$ cat src/rtl/coin_credit_unit.sv
// Coin credit unit: conditions raw coin lines, accumulates credit, and handles vend deduction and refunds.
// Optional COIN_INHIBIT_EN: coins arriving while the machine is READY are rejected instead of accumulated.
module coin_credit_unit #(
    parameter int PRICE           = 25,
    parameter int CREDIT_W        = 8,
    parameter int DEBOUNCE_CYCLES = 4,
    parameter int VAL_A           = 5,
    parameter int VAL_B           = 10,
    parameter int VAL_C           = 25
) (
    input  logic                clk,
    input  logic                reset,
    input  logic                coin_a,
    input  logic                coin_b,
    input  logic                coin_c,
    input  logic                cancel,
    input  logic                vend_done,
    input  logic                refund_ack,
    output logic                C,
    output logic [CREDIT_W-1:0] credit,
    output logic [2:0]          state,
    output logic                refund_valid,
    output logic [CREDIT_W-1:0] refund_val,
    output logic                coin_reject
);

    typedef enum logic [2:0] {
        S_IDLE   = 3'd0,
        S_ACCUM  = 3'd1,
        S_READY  = 3'd2,
        S_VEND   = 3'd3,
        S_REFUND = 3'd4
    } state_t;

    localparam int                  CNT_W      = (DEBOUNCE_CYCLES > 1) ? $clog2(DEBOUNCE_CYCLES) : 1;
    localparam logic [CNT_W-1:0]    CNT_LAST   = CNT_W'(DEBOUNCE_CYCLES - 1);
    localparam int                  SUM_W      = CREDIT_W + 2;
    localparam logic [SUM_W-1:0]    CREDIT_MAX = {2'b00, {CREDIT_W{1'b1}}};
    localparam logic [CREDIT_W-1:0] PRICE_C    = CREDIT_W'(PRICE);

    logic [2:0]       raw_lines;
    logic [2:0]       sync1;
    logic [2:0]       sync2;
    logic [2:0]       stable;
    logic [2:0]       coin_ev;
    logic [CNT_W-1:0] db_cnt [3];

    logic [SUM_W-1:0] coin_sum;
    logic [SUM_W-1:0] credit_total;
    logic             any_ev;
    logic             overflow;

    state_t              cur_state;
    state_t              next_state;
    logic [CREDIT_W-1:0] next_credit;
    logic [CREDIT_W-1:0] next_rval;
    logic                next_rv;
    logic                next_reject;
    logic                vend_take;
    logic                cancel_take;
    logic                coin_ok;

    assign raw_lines = {coin_c, coin_b, coin_a};
    assign state     = cur_state;

    always_ff @(posedge clk or negedge reset) begin
        if (!reset) begin
            sync1 <= '0;
            sync2 <= '0;
        end else begin
            sync1 <= raw_lines;
            sync2 <= sync1;
        end
    end

    // A line flips its qualified level after DEBOUNCE_CYCLES samples disagreeing with it; only low-to-high flips emit an event.
    always_ff @(posedge clk or negedge reset) begin
        if (!reset) begin
            stable  <= '0;
            coin_ev <= '0;
            for (int i = 0; i < 3; i++) begin
                db_cnt[i] <= '0;
            end
        end else begin
            for (int i = 0; i < 3; i++) begin
                coin_ev[i] <= 1'b0;
                if (sync2[i] == stable[i]) begin
                    db_cnt[i] <= '0;
                end else if (db_cnt[i] == CNT_LAST) begin
                    db_cnt[i]  <= '0;
                    stable[i]  <= sync2[i];
                    coin_ev[i] <= sync2[i];
                end else begin
                    db_cnt[i] <= db_cnt[i] + CNT_W'(1);
                end
            end
        end
    end

    // Coins landing together form one batch: credited as a whole or rejected as a whole.
    always_comb begin
        coin_sum = '0;
        if (coin_ev[0]) coin_sum = coin_sum + SUM_W'(VAL_A);
        if (coin_ev[1]) coin_sum = coin_sum + SUM_W'(VAL_B);
        if (coin_ev[2]) coin_sum = coin_sum + SUM_W'(VAL_C);
        credit_total = {2'b00, credit} + coin_sum;
        any_ev       = |coin_ev;
        overflow     = credit_total > CREDIT_MAX;
    end

    always_ff @(posedge clk or negedge reset) begin
        if (!reset) begin
            cur_state    <= S_IDLE;
            credit       <= '0;
            refund_valid <= 1'b0;
            refund_val   <= '0;
            C            <= 1'b0;
            coin_reject  <= 1'b0;
        end else begin
            cur_state    <= next_state;
            credit       <= next_credit;
            refund_valid <= next_rv;
            refund_val   <= next_rval;
            C            <= (next_state == S_READY);
            coin_reject  <= next_reject;
        end
    end

    // The idle/accum/ready classification follows the registered credit, so it lags a credit change by one cycle.
    always_comb begin
        next_state  = cur_state;
        next_credit = credit;
        next_rv     = refund_valid;
        next_rval   = refund_val;
        vend_take   = 1'b0;
        cancel_take = 1'b0;
        coin_ok     = 1'b0;
        case (cur_state)
            S_IDLE, S_ACCUM, S_READY: begin
                vend_take   = (cur_state == S_READY) && vend_done;
                cancel_take = (cur_state != S_IDLE) && cancel && !vend_take;
                if (vend_take) begin
                    next_credit = credit - PRICE_C;
                    next_state  = S_VEND;
                end else if (cancel_take) begin
                    next_state = S_REFUND;
                    next_rv    = 1'b1;
                    next_rval  = credit;
                end else begin
`ifdef COIN_INHIBIT_EN
                    coin_ok = any_ev && !overflow && (cur_state != S_READY);
`else
                    coin_ok = any_ev && !overflow;
`endif
                    if (coin_ok) begin
                        next_credit = credit_total[CREDIT_W-1:0];
                    end
                    if (credit == '0) begin
                        next_state = S_IDLE;
                    end else if (credit < PRICE_C) begin
                        next_state = S_ACCUM;
                    end else begin
                        next_state = S_READY;
                    end
                end
            end
            S_VEND: begin
                if (credit != '0) begin
                    next_state = S_REFUND;
                    next_rv    = 1'b1;
                    next_rval  = credit;
                end else begin
                    next_state = S_IDLE;
                end
            end
            S_REFUND: begin
                if (refund_ack) begin
                    next_state  = S_IDLE;
                    next_credit = '0;
                    next_rv     = 1'b0;
                    next_rval   = '0;
                end
            end
            default: begin
                next_state = S_IDLE;
            end
        endcase
        next_reject = any_ev && !coin_ok;
    end

endmodule

$ cat config.mk
export PLATFORM = sky130hd
export DESIGN_NAME = coin_credit_unit
export DESIGN_NICKNAME = d
export VERILOG_FILES = /design/src/rtl/coin_credit_unit.sv
export SDC_FILE = /design/constraint.sdc
export NUM_CORES = 1
export LEC_CHECK = 0
export BUFFER_PORTS_ARGS = -buffer_cell sky130_fd_sc_hd__buf_2
export CORE_MARGIN = 3
export CORE_UTILIZATION = 40
export DETAILED_ROUTE_END_ITERATION = 12
export GPL_TIMING_DRIVEN = 0
export PLACE_DENSITY = 0.63
export SYNTH_ARGS = -nofsm -noshare
export SYNTH_HDL_FRONTEND = slang
export SYNTH_SLANG_ARGS = --single-unit
$ cat constraint.sdc
create_clock -name clk -period 3.3 [get_ports clk]
set_input_delay 0.33 -clock clk [delete_from_list [all_inputs] [get_ports clk]]
set_output_delay 0.33 -clock clk [all_outputs]
set_load 0.02 [all_outputs]
# Word-level counts from Yosys, hierarchy flattened
# Cells that the tools add are included.
[word_totals] reg_bits=40 out_inout_bits=22
[classes] addsub=7 n_lt_le_gt_ge=2 n_eq_ne=17 n_mux=39 bitwise=3 n_reduce_logical=21
[op_table] op="2-to-1 mux 8 bit" count=7
[op_table] op="case mux 8 bit (3 select lines)" count=1
[op_table] op="2-to-1 mux 10 bit" count=2
[op_table] op="2-to-1 mux 2 bit" count=8
[op_table] op="case mux 8 bit (2 select lines)" count=1
[op_table] op="2-to-1 mux 3 bit" count=5
[op_table] op="2-to-1 mux 1 bit" count=13
[op_table] op="adder 10 x 4 -> 10 bit (second input constant)" count=1
[op_table] op="adder 10 x 5 -> 10 bit (second input constant)" count=1
[op_table] op="adder 8 x 10 -> 10 bit" count=1
[op_table] op="greater-than comparator 10 x 8 -> 1 bit (second input constant)" count=1
[op_table] op="equality test 3 x 2 -> 1 bit (second input constant)" count=3
[op_table] op="case mux 3 bit (3 select lines)" count=1
[op_table] op="logical NOT 8 bit" count=1
[op_table] op="< comparator 8 x 5 -> 1 bit (second input constant)" count=1
[op_table] op="!= test 2 bit (second input constant)" count=4
[op_table] op="nonzero test 8 bit" count=1
[op_table] op="subtractor 8 x 5 -> 8 bit (second input constant)" count=1
[op_table] op="adder 2 x 1 -> 2 bit (second input constant)" count=3
[op_table] op="equality test 2 bit (second input constant)" count=3
[op_table] op="!= test 3 bit (second input constant)" count=2
[op_table] op="AND reduction 2 bit" count=3
[op_table] op="nonzero test 3 bit" count=2
[op_table] op="OR reduction 3 bit" count=2
[op_table] op="other kinds (11)" count=21

# Depth between registers and ports, before layout
[logic_depth] depth_word=14 mapped_depth=13

# Least setup slack after synthesis
# No wires, ideal clock.
[synth_path] path_kind="flip-flop to flip-flop" start="reg coin_ev[0]" end="reg credit[4]" setup_ns=0.083 arrival_ns=2.278 required_time_ns=3.217 setup_slack_ns=0.939 stages_incl_launch_ff=14 synth_period_minus_slack_ns=2.361 path_cell_list="dfrtp_1 inv_1 ha_1 nand2_1 o21ai_0 inv_1 fa_1 nand2b_1 a21oi_1 nand3_1 nand3_2 buf_6 nand3_1 o21ai_0"
[synth_between] elab_chain_cells=11 elab_cells_between_ends=16 classes_between="3 x add/sub; 1 x order compare; 1 x eq/ne; 7 x mux; 4 x reduce/logical"
[synth_rtl] item="start, declared" line="45" rtl="logic [2:0] coin_ev;"
[synth_rtl] item="start signal, assigned by index" line="92" rtl="coin_ev[i] <= sync2[i];"
[synth_rtl] item="2-to-1 mux 3 bit" line="103" rtl="if (coin_ev[0]) coin_sum = coin_sum + SUM_W'(VAL_A);"
[synth_rtl] item="adder 10 x 4 -> 10 bit" line="104" rtl="if (coin_ev[1]) coin_sum = coin_sum + SUM_W'(VAL_B);"
[synth_rtl] item="2-to-1 mux 10 bit" line="104"
[synth_rtl] item="adder 10 x 5 -> 10 bit" line="105" rtl="if (coin_ev[2]) coin_sum = coin_sum + SUM_W'(VAL_C);"
[synth_rtl] item="2-to-1 mux 10 bit" line="105"
[synth_rtl] item="adder 8 x 10 -> 10 bit" line="106" rtl="credit_total = {2'b00, credit} + coin_sum;"
[synth_rtl] item="greater-than comparator 10 x 8 -> 1 bit" line="108" rtl="overflow = credit_total > CREDIT_MAX;"
[synth_rtl] item="logical NOT 1 bit" line="153" rtl="coin_ok = any_ev && !overflow;"
[synth_rtl] item="logical AND 1 bit" line="153"
[synth_rtl] item="!= test 3 bit (no source line)"
[synth_rtl] item="AND reduction 4 bit (no source line)"
[synth_rtl] item="end signal, assigned" line="121" rtl="credit <= next_credit;"
[synth_rtl] item="end, declared" line="20" rtl="output logic [CREDIT_W-1:0] credit,"
# Parallel ways exist; a longest one is shown, timed or not. The select of a mux whose other input is x is not followed.
# A chain may end at the register's enable or synchronous reset.

# Worst setup path in the final report
# Same ends and word-level chain as after synthesis.

==> run metrics <==
Max FO, Critical Path 10; die width 82.59 um; Post-Syn Nets 257; Seq/Total Area, Yosys 42.67%; dpl hpwl 3.416 mm; hold crit path type input pin to flop; setup bufs post-CTS 0; core area 5608 um2; Post-DRT Antenna Nets 0; Diodes inserted 0; post-synth top area share 42.67%; non-filler instance count after layout 342; Mapped Area 2346 um2; crit path kind flop to flop; # setup viols final 0; die area 6820 um2; Startpoint Class flop; Mean Syn Cell Area 10.03 um2; number of synthesized flops with an enable pin 0; Initial DRC Count 79; CTS buffer count 5; drt wl/cell 13.50 um; drc violations 0; Slew HR 41.96%; DRT Wirelength 4.616 mm; Final period util 83.49%; Fmax achieved 363.0 MHz; largest net degree at the start of global routing 41; Reg2Reg Capture Point credit[4]; Leakage 1.317 nW; Sequential Power Share 36.7%; TritonCTS Sinks 40; total power 2.025 mW; ranking of synthesized cells by area dfrtp_1, ha_1, mux2i_1; Final GP Congestion 0.7845; nets 293; Congestion Overflow GR 0; peak supply drop 0.3888 mV; start point of the worst hold path coin_a; count leader, synth dfrtp_1; flop2flop setup slack 0.54 ns; share of layout cells above drive strength 1 20.37%; PD cells 761.6 nW/um2; slowest stage delay, CP 0.43 ns; warning count from the yosys run 0; via count 1800; post-layout min period 2.755 ns; vias in the first global route 1792; Syn Inst Count 234; final setup TNS 0 ns; worst clock skew 0.006073 ns; first-pass GRT wire length 8.093 mm; R2R cell count 13; Hold Slack 0.1466 ns; Final Util 47.41%; clock group share of total power 15.0%; GR Util All Layers 15.53%; CP max stage cell dfrtp_1; instance area at placement 2581 um2; CP Capture Type flop; Worst Hold End sync1[0]; unrepaired setup endpoints after global routing no; fin. max-slew vios 0; Design Area, Final 2659 um2; Pre-antenna DRT Iters 6; CTS tree done; P_int 1.193 mW; area grow syn2layout 13.33%; IO Port Bufs 29; initial antenna violation count 0; combinational share of power 48.2%; worst r2r src coin_ev[0]; Psw 0.8318 mW; Hold Path Depth 1; Post-CTS Resized 0; Worst Slack Setup Final 0.5449 ns; Seq cells post-synth 40; Die Ht 82.59 um; WP data arrival 2.96 ns; row count 27; Final Hold Vio Count 0; Top delay family on crit path adder cells; Clock Tree Buf Depth 2; clk_lat worst skew 0.28 ns; CP required 3.50 ns; Cell variety after synth 58; outcome finished, final reports clean; pre-CTS WS 0.5329 ns; worst-path cell chain inv_1, ha_1, nand2_1, o21ai_0, inv_1, fa_1, nand2b_1, a21oi_1, nand3_1, nand3_2, buf_6, nand3_1, o21ai_0; ys async rst share 100.0%; Initial Utilization 41.83%; average vias per placed instance 5.263; maxcap violations 0; Clock Root Buffer clkbuf_8; Clock transition at path regs 0.07 ns; critical path buffer and inverter count 3; H-Tree Depth 2; dpl cells 335; boundary pin count 30; predominant post-synthesis flop cell dfrtp_1; Worst-Margin Slew 0.8705 ns; Hold Buf Count CTS 0; Sw Ratio 41.08%; list of most frequent post-synthesis cells dfrtp_1, inv_1, nand2_1; largest area contributor in the netlist dfrtp_1
-- layer usage --
layer / global-route usage [%] / vias to the layer above / part of all wire [%]
met5: 0 / - / 0
met4: 4.085 / 0 / 0.69
met3: 5.206 / 2 / 5.3
met2: 27.00 / 38 / 50
met1: 18.27 / 858 / 44
li1: - / 902 / -
-- kinds of logic (layout without fill, tap and decap cells) --
kind of cell,count (synthesis),in the layout,synth area share (%)
AND/OR/NAND/NOR,73,73,17.81
AO/OA/AOI/OAI,58,58,17.81
flip-flops,40,40,42.67
buffers and inverters,31,67,6.293
adder cells (fa/ha/maj),15,15,8.320
multiplexers,11,11,4.853
XOR/XNOR,6,6,2.240
-- layout make-up --
cell class	count	area, um2
inverter	20	75.07
sequential	40	1001
clock buffer	6	72.57
timing repair buffer	29	145.1
clock inverter	1	5.005
tap	72	90.09
multi-input combinational	163	1197
buffer	11	72.57
fill	576	2949
-- worst register-to-register path: stages (launching register included) --
cell and delay [ns]:
dfrtp_1 0.43, inv_1 0.10, ha_1 0.28, nand2_1 0.05, o21ai_0 0.15, inv_1 0.11, fa_1 0.41, nand2b_1 0.19
a21oi_1 0.29, nand3_1 0.17, nand3_2 0.17, buf_6 0.16, nand3_1 0.08, o21ai_0 0.09
-- state kept, by name, summed over array words and instances, names as in the netlist --
name	count
refund_valid	1
coin_ev	3
coin_reject	1
sync2	3
C	1
sync1	3
db_cnt	6
refund_val	8
stable	3
credit	8
state	3
-- how the worst max path moves through the flow --
stage,start,endpoint,slack (ns),cells after the start
floorplan,coin_ev[0],credit[4],0.94,13
global placement,coin_ev[0],credit[3],0.57,13
detailed placement,coin_ev[0],credit[3],0.53,13
CTS,coin_ev[0],credit[3],0.52,13
global route,coin_ev[0],credit[3],0.18,13
finish,coin_ev[0],credit[4],0.54,13
-- layout by cell type, fill, tap and decap left out, types with 2 or more instances in the layout --
cell type	instances
dfrtp_1	40
buf_2	32
inv_1	20
nand2_1	17
ha_1	14
a21oi_1	13
nor2_1	12
o21ai_0	12
nand3_1	8
mux2i_1	8
nand2b_1	7
nor3_1	7
xnor2_1	5
clkbuf_8	5
a21o_1	4
nor2b_1	4
clkbuf_1	3
buf_6	3
o22ai_1	3
and3b_1	3
and2_1	3
mux2_2	3
and3_1	2
a211oi_1	2
a211o_1	2
o21a_1	2
o211ai_1	2
nand4_1	2
-- power by group through the flow --
stage | sequential (mW) | combinational [mW] | clock, mW
detailed placement | 0.756 | 0.987 | 0
global route | 0.770 | 1.11 | 0.340
floorplan | 0.840 | 0.642 | 0
finish | 0.743 | 0.977 | 0.305
CTS | 0.746 | 0.991 | 0.316
global placement | 0.749 | 0.964 | 0
Power figures use the tool's default switching activity.
